File: src/rtl/uart_rx_param_pkg.sv
// Shared types and defaults for the parametrised UART receiver.
// State and parity encodings plus the 3-sample majority helper.
package uart_rx_param_pkg;

  localparam int DEF_CLKS_PER_BIT = 434;
  localparam int DEF_DATA_BITS    = 8;
  localparam int DEF_STOP_BITS    = 1;

  typedef enum logic [2:0] {
    RX2_IDLE   = 3'd0,
    RX2_START  = 3'd1,
    RX2_DATA   = 3'd2,
    RX2_PARITY = 3'd3,
    RX2_STOP   = 3'd4
  } rx2_state;

  typedef enum logic [1:0] {
    PAR_NONE     = 2'd0,
    PAR_EVEN     = 2'd1,
    PAR_ODD      = 2'd2,
    PAR_NONE_ALT = 2'd3
  } parity_mode_t;

  function automatic logic majority3(input logic [2:0] s);
    return (s[0] & s[1]) | (s[0] & s[2]) | (s[1] & s[2]);
  endfunction

endpackage

File: src/rtl/uart_rx_sampler.sv
// Line front end: 2-flop synchroniser and 3-sample majority vote, 2-cycle latency.
// No backpressure; samples every cycle.
module uart_rx_sampler
  import uart_rx_param_pkg::*;
(
  input  logic i_clk,
  input  logic i_rst_n,
  input  logic i_line,
  output logic o_sync,
  output logic o_majority
);

  logic       sync1_q, sync1_d;
  logic       sync2_q, sync2_d;
  logic [1:0] hist_q, hist_d;

  always_comb begin
    sync1_d = i_line;
    sync2_d = sync1_q;
    hist_d  = {hist_q[0], sync2_q};
  end

  always_ff @(posedge i_clk or negedge i_rst_n) begin
    if (!i_rst_n) begin
      sync1_q <= 1'b1;
      sync2_q <= 1'b1;
      hist_q  <= 2'b11;
    end else begin
      sync1_q <= sync1_d;
      sync2_q <= sync2_d;
      hist_q  <= hist_d;
    end
  end

  // The newest vote sample is the synchroniser output itself.
  assign o_sync     = sync2_q;
  assign o_majority = majority3({hist_q, sync2_q});

endmodule

File: src/rtl/uart_rx_param.sv
// UART receiver with parity/stop checking; o_valid_rx rises 3 cycles after the last stop sample.
// One-entry holding register with valid/ready; a frame finishing while it is full is dropped and flags overrun.
module uart_rx_param
  import uart_rx_param_pkg::*;
#(
  parameter int DATA_BITS    = DEF_DATA_BITS,
  parameter int STOP_BITS    = DEF_STOP_BITS,
  parameter int CLKS_PER_BIT = DEF_CLKS_PER_BIT
) (
  input  logic                 i_clk,
  input  logic                 i_rst_n,
  input  logic                 i_data_rx,
  input  logic                 i_enb_rx,
  input  logic [1:0]           i_parity_mode,
  input  logic                 i_ready_rx,
  input  logic                 i_clr_ovr,
  output logic [DATA_BITS-1:0] o_data_rx,
  output logic                 o_valid_rx,
  output logic                 o_parity_err,
  output logic                 o_frame_err,
  output logic                 o_overrun
);

  localparam int TW = $clog2(CLKS_PER_BIT);
  localparam logic [TW-1:0] TICK_LAST = TW'(CLKS_PER_BIT - 1);
  localparam logic [TW-1:0] TICK_MID  = TW'(CLKS_PER_BIT / 2);
  localparam logic [3:0]    DATA_LAST = 4'(DATA_BITS - 1);
  localparam logic [3:0]    STOP_LAST = 4'(STOP_BITS - 1);

  localparam logic [2:0] S_IDLE   = RX2_IDLE;
  localparam logic [2:0] S_START  = RX2_START;
  localparam logic [2:0] S_DATA   = RX2_DATA;
  localparam logic [2:0] S_PARITY = RX2_PARITY;
  localparam logic [2:0] S_STOP   = RX2_STOP;

  logic line_sync, maj;

  uart_rx_sampler u_sampler (
    .i_clk      (i_clk),
    .i_rst_n    (i_rst_n),
    .i_line     (i_data_rx),
    .o_sync     (line_sync),
    .o_majority (maj)
  );

  logic [2:0]           state_q, state_d;
  logic [TW-1:0]        tick_q, tick_d;
  logic [3:0]           bit_q, bit_d;
  logic [DATA_BITS-1:0] shift_q, shift_d;
  logic [1:0]           mode_q, mode_d;
  logic                 perr_q, perr_d;
  logic                 ferr_q, ferr_d;
  logic                 armed_q, armed_d;
  logic [DATA_BITS-1:0] data_q, data_d;
  logic                 valid_q, valid_d;
  logic                 perr_out_q, perr_out_d;
  logic                 ferr_out_q, ferr_out_d;
  logic                 ovr_q, ovr_d;
  logic                 complete, ferr_fin, par_on, bit_done;

  always_comb begin
    state_d    = state_q;
    tick_d     = (tick_q == TICK_LAST) ? '0 : tick_q + TW'(1);
    bit_d      = bit_q;
    shift_d    = shift_q;
    mode_d     = mode_q;
    perr_d     = perr_q;
    ferr_d     = ferr_q;
    armed_d    = armed_q;
    data_d     = data_q;
    valid_d    = valid_q;
    perr_out_d = perr_out_q;
    ferr_out_d = ferr_out_q;
    ovr_d      = ovr_q;
    complete   = 1'b0;
    bit_done   = (tick_q == TICK_LAST);
    ferr_fin   = ferr_q | ~maj;
    par_on     = (mode_q == PAR_EVEN) || (mode_q == PAR_ODD);

    case (state_q)
      S_IDLE: begin
        tick_d = '0;
        bit_d  = '0;
        perr_d = 1'b0;
        ferr_d = 1'b0;
        // A held-low line must go high once before a new start is accepted.
        if (line_sync) armed_d = 1'b1;
        if (i_enb_rx && armed_q && !line_sync) begin
          state_d = S_START;
          mode_d  = i_parity_mode;
          armed_d = 1'b0;
        end
      end
      S_START: begin
        if (tick_q == TICK_MID) begin
          if (maj) begin
            state_d = S_IDLE;
          end else begin
            state_d = S_DATA;
            tick_d  = '0;
          end
        end
      end
      S_DATA: begin
        if (bit_done) begin
          shift_d = {maj, shift_q[DATA_BITS-1:1]};
          bit_d   = bit_q + 4'd1;
          if (bit_q == DATA_LAST) begin
            bit_d   = '0;
            state_d = par_on ? S_PARITY : S_STOP;
          end
        end
      end
      S_PARITY: begin
        if (bit_done) begin
          perr_d  = (^shift_q) ^ maj ^ (mode_q == PAR_ODD);
          state_d = S_STOP;
        end
      end
      S_STOP: begin
        if (bit_done) begin
          ferr_d = ferr_fin;
          bit_d  = bit_q + 4'd1;
          if (bit_q == STOP_LAST) begin
            complete = 1'b1;
            state_d  = S_IDLE;
          end
        end
      end
      default: state_d = S_IDLE;
    endcase

    if (state_q != S_IDLE && !i_enb_rx) begin
      state_d  = S_IDLE;
      complete = 1'b0;
    end

    if (complete && (!valid_q || i_ready_rx)) begin
      data_d     = shift_q;
      perr_out_d = perr_q;
      ferr_out_d = ferr_fin;
      valid_d    = 1'b1;
    end else if (valid_q && i_ready_rx) begin
      valid_d = 1'b0;
    end

    if (i_clr_ovr) ovr_d = 1'b0;
    if (complete && valid_q && !i_ready_rx) ovr_d = 1'b1;
  end

  always_ff @(posedge i_clk or negedge i_rst_n) begin
    if (!i_rst_n) begin
      state_q    <= S_IDLE;
      tick_q     <= '0;
      bit_q      <= '0;
      shift_q    <= '0;
      mode_q     <= '0;
      perr_q     <= 1'b0;
      ferr_q     <= 1'b0;
      armed_q    <= 1'b0;
      data_q     <= '0;
      valid_q    <= 1'b0;
      perr_out_q <= 1'b0;
      ferr_out_q <= 1'b0;
      ovr_q      <= 1'b0;
    end else begin
      state_q    <= state_d;
      tick_q     <= tick_d;
      bit_q      <= bit_d;
      shift_q    <= shift_d;
      mode_q     <= mode_d;
      perr_q     <= perr_d;
      ferr_q     <= ferr_d;
      armed_q    <= armed_d;
      data_q     <= data_d;
      valid_q    <= valid_d;
      perr_out_q <= perr_out_d;
      ferr_out_q <= ferr_out_d;
      ovr_q      <= ovr_d;
    end
  end

  assign o_data_rx    = data_q;
  assign o_valid_rx   = valid_q;
  assign o_parity_err = perr_out_q;
  assign o_frame_err  = ferr_out_q;
  assign o_overrun    = ovr_q;

endmodule

File: config.mk
export PLATFORM = sky130hd
export DESIGN_NAME = uart_rx_param
export DESIGN_NICKNAME = d
export VERILOG_FILES = /design/src/rtl/uart_rx_param_pkg.sv /design/src/rtl/uart_rx_sampler.sv /design/src/rtl/uart_rx_param.sv
export SDC_FILE = /design/constraint.sdc
export NUM_CORES = 1
export LEC_CHECK = 0
export CORE_UTILIZATION = 55
export CTS_CLUSTER_SIZE = 20
export DETAILED_ROUTE_END_ITERATION = 12
export GPL_TIMING_DRIVEN = 1
export PLACE_DENSITY = 0.77
export SLEW_MARGIN = 20
export SYNTH_ARGS = -nofsm -noshare
export SYNTH_HDL_FRONTEND = slang
export SYNTH_SLANG_ARGS = --single-unit
File: constraint.sdc
create_clock -name i_clk -period 6.4 [get_ports i_clk]
set_input_delay 0.96 -clock i_clk [delete_from_list [all_inputs] [get_ports i_clk]]
set_output_delay 0.96 -clock i_clk [all_outputs]
set_load 0.02 [all_outputs]
Yosys cells after proc, flatten, opt, wreduce, memory -nomap -nowiden. Index checks and enable logic that the tools add are counted.

Bits of input ports: 8. Word-level logic and storage cells: 109. Bits in registers: 45.

Bitwise logic cells: 9. Eq/ne operators: 19. Reductions and logical operators: 30. Muxes and demuxes: 33. Add/subtract/negate cells: 2.

Operator list (count): $mux 3 (9); $mux 9 (3); $ne 3x3->1 const B (7); $pmux 9 s2 (1); $pmux 3 s5 (1); $mux 1 (12); $mux 4 (3); $pmux 4 s3 (1); $reduce_and 2->1 (5); $reduce_bool 2->1 (5); $add 9x1->9 const B (1); $eq 9x8->1 const B (1); $eq 9x9->1 const B (1); $reduce_xor 8->1 (1); $logic_and 1x1->1 (7); $reduce_and 7->1 (1); $eq 3x2->1 const B (2); $ne 2x2->1 const B (3); $reduce_bool 3->1 (2); $add 4x1->4 const B (1); $eq 4x3->1 const B (1); $logic_not 1->1 (4); $logic_not 4->1 (1); $pmux 1 s2 (2); 12 further kinds (18).

Depth between registers and ports, before layout.
Word-level depth: 8. Mapped depth: 8. Mapped depth without buffers: 7.

By module. From an unflattened synthesis, not the netlist that was laid out.

Cells, all modules: 190. Area total of the unflattened synthesis: 2218.4 µm².

By module, submodules not included: uart_rx_param (seq. area each 1026.0 µm², area an instance 2102.0 µm², cells each 185, times used 1); uart_rx_sampler (seq. area each 105.1 µm², area an instance 116.4 µm², cells each 5, times used 1).

Worst setup path before layout. Ideal clock, no wire load.

Kind: in2reg. Start point: input port i_enb_rx. End point: register data_q[0] (netlist: o_data_rx[0]). Data arrival time: 2190 ps. Path buffers: 2. Setup slack: 4086 ps. Required time: 6275 ps. Stages on the path: 6. Cells stage by stage: clkbuf_1 nor2_1 or3_4 nor2b_1 buf_4 mux2_2.

Cells in the longest elaborated chain, start to end: 4.

Ends and longest elaborated chain: start: declaration (RTL line uart_rx_param.sv:13) `input logic i_enb_rx,`; $logic_not 1->1 (RTL line uart_rx_param.sv:133) `if (state_q != S_IDLE && !i_enb_rx) begin`; $logic_and 1x1->1 (RTL line uart_rx_param.sv:133); $mux 1 (RTL line uart_rx_param.sv:133); $logic_and 1x1->1 (RTL line uart_rx_param.sv:138) `if (complete && (!valid_q || i_ready_rx)) begin`; end signal: assignment (RTL line uart_rx_param.sv:175) `data_q <= data_d;`; end: declaration (RTL line uart_rx_param.sv:54) `logic [DATA_BITS-1:0] data_q, data_d;`.

No other way between the ends. A chain may end at the register's enable or synchronous reset.

Worst setup path after layout.
Start point: input port i_enb_rx. End point: register data_q[4] (netlist: o_data_rx[4]).

Same word-level chain as after synthesis.

==> flow_metrics.tcl <==
set metrics [dict create \
    fin_util_pct 67.01 \
    layout-drive-gt1-share_pct 17.59 \
    num_rows 22 \
    clockBufferDepth 2 \
    mostFrequentLayoutCell "dfrtp_1" \
    synth_area_leaders "dfrtp_1 46%, mux2_2 9.2%, dfstp_2 4.8%, xnor2_1 3.2%, xor2_1 3.2%" \
    finalWirelength_mm 4.125 \
    drc_errors 0 \
    antenna_found_initial 0 \
    dieArea_um2 4275 \
    fin_crit_sh_pct 46.78 \
    cts.sinks 45 \
    cts_max_level 2 \
    cp.required_ns 6.58 \
    chipHeight_um 65.39 \
    vdd_ir_drop_max_uv 177.4 \
    r2r-end "o_data_rx[4]" \
    overflow 0 \
    hold_start "u_sampler.sync1_q" \
    die_w_um 65.39 \
    crit_type "in -> reg" \
    maxCapViolCount 0 \
    cp-end-kind "flop" \
    power_density_nw_per_um2 279.3 \
    clock_latency_ns 0.30 \
    ctsHoldBuffers 0 \
    antenna_left 0 \
    p_leak_nw 1.154 \
    synth-simple-area-share_pct 17.04 \
    hold_violations 0 \
    slew_viol_final 0 \
    final_cell_mix "41 x dfrtp_1, 18 x mux2_2, 18 x clkdlybuf4s50_1" \
    core_area_um2 3744 \
    viasPerCell 5.682 \
    final_cell_area_um2 2509 \
    grt_max_degree 46 \
    whs_path_depth 0 \
    synth_cell_types 46 \
    relSlewSlack_pct 39.64 \
    grt_usage_pct 22.71 \
    yosysSeqAreaShare_pct 51.19 \
    final_net_count 228 \
    clk_pin_slew_ns 0.08 \
    synth_compound_area_share_pct 8.154 \
    hold_end "u_sampler.o_sync" \
    synthCells 196 \
    rrSetupSlack_ns 3.54 \
    io_buffer_count 19 \
    fin_skew_ns 0.008078 \
    worst_r2r_path_depth 5 \
    vias 1500 \
    first_pass_iters 4 \
    synthFlopType "dfrtp_1" \
    cp_max_fo 10 \
    synth_top_area_share_pct 46.43 \
    worst_pin_slew_ns 0.9035 \
    worstHoldPathType "reg -> reg" \
    wl_per_cell_um 15.63 \
    setup_tns_ns 0 \
    synth_seq_cells 45 \
    rsz0062_at_grt "false" \
    diodes 0 \
    io_pins 20 \
    syn_to_final_growth_pct 13.53 \
    synth_top_family_by_area "simple AND/OR/NAND/NOR gates" \
    setup_violations 0 \
    start_util_pct 59.02 \
    cts-root-buf "clkbuf_8" \
    yosys_warnings 0 \
    synthAdderAreaFrac_pct 4.247 \
    place_area_um2 2422 \
    cts_setup_buffers 0 \
    post_cts_resized 0 \
    syn_area_per_cell_um2 11.27 \
    start_kind "input port" \
    arrival_ns 3.17 \
    hold_slack_ns 0.3595 \
    outcome "finished clean" \
    r2r_start "state_q[0]" \
    place_hpwl_mm 2.996 \
    grt_pass1_vias 1478 \
    timing.final.crit_period_ns 2.994 \
    syn_area_um2 2210 \
    synth_nets 209 \
    fmax_ghz 0.3340 \
    ys_async_sr_fraction_pct 100.0 \
    yosysTopAreaCell "dfrtp_1" \
    cts_tree "yes" \
    synth-xor-area-share_pct 6.342 \
    drt_iter0_drc 63 \
    grt_pass1_wl_mm 7.051 \
    numCtsBuffers 5 \
    gp_congestion 0.8327 \
    synth_mux_area_share_pct 10.53 \
    synth_edf_count 0 \
]
[area by class of cell]
type | count | area, um^2
Inverter | 6 | 22.52
Timing Repair Buffer | 19 | 187.7
Fill cell | 317 | 1235
Clock buffer | 7 | 76.32
Sequential cell | 45 | 1131
Multi-Input combinational cell | 138 | 1023
Tap cell | 48 | 60.06
Clock inverter | 1 | 7.507
[worst max-delay path, cell delays in order]
cell and delay (ns):
clkdlybuf4s50_1 0.61, nor2_1 0.11, or3_4 0.36, nor2b_1 0.71
mux2_2 0.42
[where the power goes]
part | internal, W | leakage, nW | switching (W)
combinational | 0.0000787 | 0.510 | 0.000100
clock | 0.0000773 | 0.0385 | 0.0000913
sequential | 0.000310 | 0.605 | 0.0000432
total | 0.000466 | 1.15 | 0.000235
[routing by layer]
layer | routed length, um | share of wire, % | track usage (%)
met2 | 2070 | 50 | 37.50
met5 | 0 | 0 | 0
met4 | 61 | 1.5 | 10.05
met3 | 146 | 3.5 | 4.861
met1 | 1847 | 45 | 28.56
[Yosys cell counts (2+ instances only)]
cell type,count
dfrtp_1,41
mux2_2,18
nor2_1,17
nand2_1,13
o21ai_0,8
xnor2_1,8
xor2_1,8
nand3_1,7
inv_1,6
ha_1,5
clkbuf_1,4
dfstp_2,4
a21oi_1,3
a31oi_1,3
mux2i_1,3
nand2b_1,3
nand3b_1,3
nor2b_1,3
o31ai_1,3
and2_1,2
and3_1,2
buf_2,2
maj3_1,2
nand4_1,2
nor3_1,2
nor3b_1,2
or3_1,2
or3_4,2
[worst max-delay path by stage]
stage | start | endpoint | depth (start not counted)
6_report | i_enb_rx | o_data_rx[4] | 5
5_1_grt | i_enb_rx | o_data_rx[3] | 5
4_1_cts | i_enb_rx | o_data_rx[4] | 5
3_5_place_dp | i_enb_rx | o_data_rx[4] | 5
3_3_place_gp | i_enb_rx | o_data_rx[5] | 5
2_1_floorplan | i_enb_rx | o_data_rx[0] | 6
[through the flow]
stage | instances | setup slack [ns] | power (W)
after floorplan | 196 | 4.086 | 0.0004878
final | 264 | 3.406 | 0.0007008
after global placement | 256 | 3.189 | 0.0005235
after CTS | 264 | 3.426 | 0.0007101
after detailed placement | 256 | 3.115 | 0.0005389
after global routing | 264 | 3.240 | 0.0007434
[sequential cells by signal, summed over array words and instances, names as in the netlist]
register           flops
state_q                3
u_sampler.o_sync       1
o_valid_rx             1
perr_q                 1
tick_q                 9
o_parity_err           1
o_overrun              1
shift_q                8
mode_q                 2
u_sampler.sync1_q      1
armed_q                1
bit_q                  4
o_data_rx              8
ferr_q                 1
u_sampler.hist_q       2
o_frame_err            1
[cells by family after synthesis]
group,after synthesis
DFF,45
adders and majority gates,8
muxes,21
xor gates and xnor gates,16
AOI/OAI and AO/OA,27
buffers and inverters,13
and+or+nand+nor,66
No activity file was read; power rests on OpenSTA's default activity.
